File: src/rtl/pat_align_pkg.sv
// Shared types and the X-aware compare rule for the pattern alignment checker.
package pat_align_pkg;

    localparam int LATENCY_MAX = 15;

    typedef enum logic [1:0] {
        IDLE,
        FILL,
        CHECK,
        DONE
    } state_e;

    // A golden bit that is X/Z is don't-care; a known golden bit must be matched exactly.
    function automatic logic bit_mismatch(input logic gold_bit, input logic dut_bit);
        return !$isunknown(gold_bit) && (dut_bit !== gold_bit);
    endfunction

endpackage

File: src/rtl/pat_delay_line.sv
// Golden-stream delay line: LATENCY-deep shift register with push enable and a full flag.
module pat_delay_line
    import pat_align_pkg::*;
#(
    parameter int WIDTH   = 8,
    parameter int LATENCY = 2
) (
    input  logic             clk,
    input  logic             rst,
    input  logic             push,
    input  logic [WIDTH-1:0] din,
    output logic [WIDTH-1:0] dout,
    output logic             full
);

    localparam int FILL_W = $clog2(LATENCY_MAX + 1);

    generate
        if (LATENCY == 0) begin : g_bypass
            logic unused_bypass;
            assign unused_bypass = ^{clk, rst, push};
            assign dout = din;
            assign full = 1'b1;
        end else begin : g_shift
            localparam logic [FILL_W-1:0] FILL_FULL = FILL_W'(LATENCY);

            logic [WIDTH-1:0]  line_q [LATENCY];
            logic [WIDTH-1:0]  line_d [LATENCY];
            logic [FILL_W-1:0] fill_q;
            logic [FILL_W-1:0] fill_d;

            always_comb begin
                line_d = line_q;
                fill_d = fill_q;
                if (push) begin
                    line_d[0] = din;
                    for (int i = 1; i < LATENCY; i++) begin
                        line_d[i] = line_q[i-1];
                    end
                    if (fill_q != FILL_FULL) begin
                        fill_d = fill_q + FILL_W'(1);
                    end
                end
            end

            always_ff @(posedge clk) begin
                if (rst) begin
                    for (int i = 0; i < LATENCY; i++) begin
                        line_q[i] <= '0;
                    end
                    fill_q <= '0;
                end else begin
                    line_q <= line_d;
                    fill_q <= fill_d;
                end
            end

            // Oldest entry sits at the far end of the line.
            assign dout = line_q[LATENCY-1];
            assign full = (fill_q == FILL_FULL);
        end
    endgenerate

endmodule

File: config.mk
export PLATFORM = sky130hd
export DESIGN_NAME = pat_delay_line
export DESIGN_NICKNAME = d
export VERILOG_FILES = /design/src/rtl/pat_align_pkg.sv /design/src/rtl/pat_delay_line.sv
export SDC_FILE = /design/constraint.sdc
export NUM_CORES = 1
export LEC_CHECK = 0
export CAP_MARGIN = 20
export CORE_MARGIN = 4
export CORE_UTILIZATION = 47
export DETAILED_ROUTE_END_ITERATION = 6
export HOLD_SLACK_MARGIN = 0.06
export PLACE_DENSITY = 0.76
export SLEW_MARGIN = 10
export SYNTH_ARGS = -nofsm -noshare
export SYNTH_HDL_FRONTEND = slang
export SYNTH_SLANG_ARGS = --single-unit
File: constraint.sdc
create_clock -name clk -period 1.6 [get_ports clk]
set_input_delay 0.16 -clock clk [delete_from_list [all_inputs] [get_ports clk]]
set_output_delay 0.16 -clock clk [all_outputs]
set_load 0.005 [all_outputs]
---- After elaboration in Yosys (flattened, before gate mapping) ----
Index checks and enable logic that the tools add are counted.
word-level totals
  register bits after elaboration ......... 20
  bits of input ports ..................... 11
  output and inout port bits .............. 9
cells by class
  add/subtract/negate cells ............... 1
  eq/ne operators ......................... 2
  reduce and logical (&&, ||, !) cells .... 1
operators with widths
  cell                                                   number
  adder 4 x 1 -> 4 bit, second input constant            1
  equality test 4 x 2 -> 1 bit, second input constant    1
  inequality test 4 x 2 -> 1 bit, second input constant  1
  AND reduction 2 bit                                    1

---- Depth between registers and ports, before layout ----
  word-level depth ........................ 2
  mapped depth ............................ 6
  gate-level depth less buffers ........... 6

---- Worst setup path before layout ----
No wires, ideal clock.
  path kind ............................... reg2reg
  start ................................... reg g_shift.fill_q[0]
  end ..................................... reg g_shift.fill_q[2]
  arrival time ............................ 1281 ps
  path slack .............................. 250 ps
  stages on the path, launching flop included .. 7
  clock period less this slack ............ 1350 ps
  path through ............................ dfxtp_1 > inv_1 > ha_1 > or3b_4 > inv_2 > or3_1 > a21oi_1
on the way
  word-level cells in the longest chain between the ends .. 2
  elaborated cells between the ends (all ways) .. 3
  those cells by class .................... add/sub: 1; eq/ne: 1; reduce/logical: 1
RTL lines
  element                                                                       line                  RTL
  start: declaration                                                            pat_delay_line.sv:29  logic [FILL_W-1:0] fill_q;
  start signal: assignment                                                      pat_delay_line.sv:54  fill_q <= fill_d;
  parallel branches: the longest is 2 deep, another holds adder 4 x 1 -> 4 bit  n/a
Several ways; the timed one is not identified.
A chain may end at the register's enable or synchronous reset.

---- Worst setup path after layout ----
  start ................................... reg g_shift.fill_q[0]
  end ..................................... out full
on the way
  word-level cells in the longest chain between the ends .. 1
RTL lines
  element                       line                  RTL
  equality test 4 x 2 -> 1 bit  pat_delay_line.sv:60  assign full = (fill_q == FILL_FULL);
  end: declaration              pat_delay_line.sv:13  output logic full
Every way passes these cells.

==> flow_summary.ini <==
[synth]
cell_variety_after_synth = 21
asyncSetResetFlopFracSynth = 0
edff_count_synth = 0
synthesis.area_um2 = 829.5
synth_ff_type = dfxtp_1
post-synth-top-area-fraction = 0.4827
synthTopCellsByCount = dfxtp_1, nor2_1, mux2i_1
synth_largest_area_cell = dfxtp_1
synth-warning-count = 0
mean_instance_size_in_the_synthesized_netlist_um2 = 10.12
synth.area.top_cells = dfxtp_1, mux2i_1, nor2_1, buf_4, ha_1
number_of_synthesized_register_bits = 20
synth_nets = 95
synth-seq-area-share = 0.4827
yosysMostFrequentCell = dfxtp_1
synthCells = 82

[detailed_routing]
vias = 575
first_iter_violations = 1
drcViolationCount = 0
vias_per_cell = 4.600
drt-pass1-iter-count = 3
postRouteWirelength_um = 1362
wl_per_cell_um = 10.90
final_antenna_net_count = 0

[outcome]
outcome = finished clean

[floorplanning]
fp-row-count = 14
floorplan.core_area_mm2 = 0.001594
total_die_area_mm2 = 0.002501
floorplan.initialDensity = 0.5204
top_level_ports = 20
die-height_um = 50.01
fp.dieW_um = 50.01

[hold_path]
holdCritPathClass = in -> reg

[timing]
maxClockFrequency_ghz = 0.6591
finalWorstSetupSlack_ns = 0.08273
slew_headroom = 0.8648
finalSetupTns_ns = 0
final.setup_skew_ns = 0.007396
finalSetupViolCount = 0
tightestPinTransition_ns = 0.2015
final.min_clock_period_ns = 1.517
drv_slew = 0
min_period_over_period = 0.9483
count_of_final_hold_check_violations = 0
rsz0062_at_grt = no

[place]
place_congestion = 0.6462
placement.setup.worst_slack_ns = 0.01019
placed_cells_incl_taps = 119
port_buffers = 19
hpwlAfterDp_um = 975.6

[setup_path]
path_delay_family = simple AND/OR/NAND/NOR gates
worstSetupEndpointType = output port
timing.critical_path.slowest_stage_cell = or3b_4
path_buf_inv = 3
cp.arrival_ns = 1.36
crit_top_cell = inv_2
worstPathCellList = inv_2 -> ha_1 -> or3b_4 -> inv_2 -> buf_2
crit_fanout = 2
critical-path-max-stage-delay_ns = 0.38
worstSetupPathType = reg -> out
worstSetupStartpointType = flip-flop
worst-endpoint-required_ns = 1.44

[final_layout]
drive_above_1_share = 0.1881
fin_util = 0.6633
fin_nets = 115
syn2layout_area_growth_pct = 27.45
number_of_standard_cells_in_the_layout_taps_in_and_fillers_out = 125
num_antenna_cells = 0

[global_route]
number_of_global_route_vias_before_repair = 613
grt_overflow_total = 0
global_route_wire_length_before_repair_um = 2477
grt_antenna_before_repair = 0
pin_count_of_the_biggest_net_entering_global_routing = 21
grt_use_total = 0.1298

[power]
power.density_mw_per_mm2 = 920.1
power.static_leakage_nw = 0.4702
power_uw = 972.8
vdd_ir_drop_max_v = 0.0007485

[clock_network]
cts_root_cell = clkbuf_4
clock_sink_count = 20
clock_tree.htree_level_count = 1
cts.clk_slew.worst_paths_ns = 0.11
worst_skew_pair_later_pin_latency_ns = 0.30
cts_made_buffers = 3
clockBufferDepth = 2
cts_tree = done

[flow_run]
maxCapViolations = 0
[cell usage in the layout (no fill, tap or decap)]
cell,Yosys,final
a21oi_2,1,1
clkbuf_4,0,3
mux2i_1,16,16
nand3_1,1,1
a311oi_1,1,1
clkbuf_8,1,1
xor2_1,1,1
inv_2,1,2
clkdlybuf4s50_1,0,18
dfxtp_1,20,19
or3_1,1,1
nand4_1,1,1
nor2_1,17,17
buf_2,2,1
ha_1,2,2
dfxtp_2,0,1
or3b_4,1,1
nand2_1,2,2
buf_4,8,9
a21oi_1,2,2
a21o_1,1,1
[sequential cells by signal (all words and copies together) (netlist names)]
register and cells:
dout 8, g_shift.line_q 8, g_shift.fill_q 4
[power by group]
group / total (mW) / switching, mW / leakage [nW] / internal, mW
clock network: 0.286 / 0.147 / 0.0210 / 0.139
logic: 0.151 / 0.0591 / 0.285 / 0.0921
registers: 0.536 / 0.0126 / 0.164 / 0.523
total: 0.973 / 0.219 / 0.470 / 0.754
[path summary, 6_finish.rpt]
kind | startpoint | endpoint | slack, ns | cells past startpoint
min | din[3] | g_shift.line_q[11] | 0.46 | 3
min reg2reg | g_shift.fill_q[2] | g_shift.fill_q[2] | 0.50 | 2
max | g_shift.fill_q[0] | full | 0.08 | 5
max reg2reg | g_shift.fill_q[0] | g_shift.fill_q[0] | 0.09 | 7
[what timing repair did]
item,4_1_cts,5_1_grt
hold endpoints to repair,0,0
buffers inserted,2,0
hold buffers,0,0
endpoints found under the setup margin,1,0
resized for setup,6,0
[cell type report]
| cell class | count | area [µm²] |
|---|---|---|
| repair buffers | 28 | 252.7 |
| clock buffers | 4 | 36.28 |
| fillers | 140 | 536.8 |
| flip-flops and latches | 20 | 401.6 |
| well taps | 24 | 30.03 |
| inverters | 2 | 7.507 |
| multi-input cells | 47 | 329.1 |
[cells by family (layout without fill, tap and decap cells)]
logic type,after synthesis,in the layout,synth area share
AOI/OAI and AO/OA,5,5,0.04224
muxes,16,16,0.1931
buffers and inverters,15,34,0.1206
adders and majority gates,2,2,0.03016
xor gates and xnor gates,1,1,0.01056
and+or+nand+nor,23,23,0.1207
DFF,20,20,0.4826
[layer usage]
| layer | vias to the layer above | track usage | routed length [µm] |
|---|---|---|---|
| li1 | 302 | - | - |
| met1 | 254 | 0.1397 | 597 |
| met2 | 15 | 0.2087 | 625 |
| met3 | 4 | 0.05120 | 98 |
| met4 | 0 | 0.08295 | 41 |
| met5 | - | 0 | 0 |
[through the flow]
stage | hold WS [ns] | instance area (µm²)
after floorplan | 0.3072 | 829.5
after global placement | 0.4713 | 1010
after detailed placement | 0.4826 | 1010
after CTS | 0.4557 | 1057
after global routing | 0.4576 | 1057
final | 0.4639 | 1057
[worst min-delay path: cells and delay by family]
family,cells,cell delay (ns)
buffers and inverters,1,0.39
muxes,1,0.13
and+or+nand+nor,1,0.05
No activity file was read; power rests on OpenSTA's default activity.
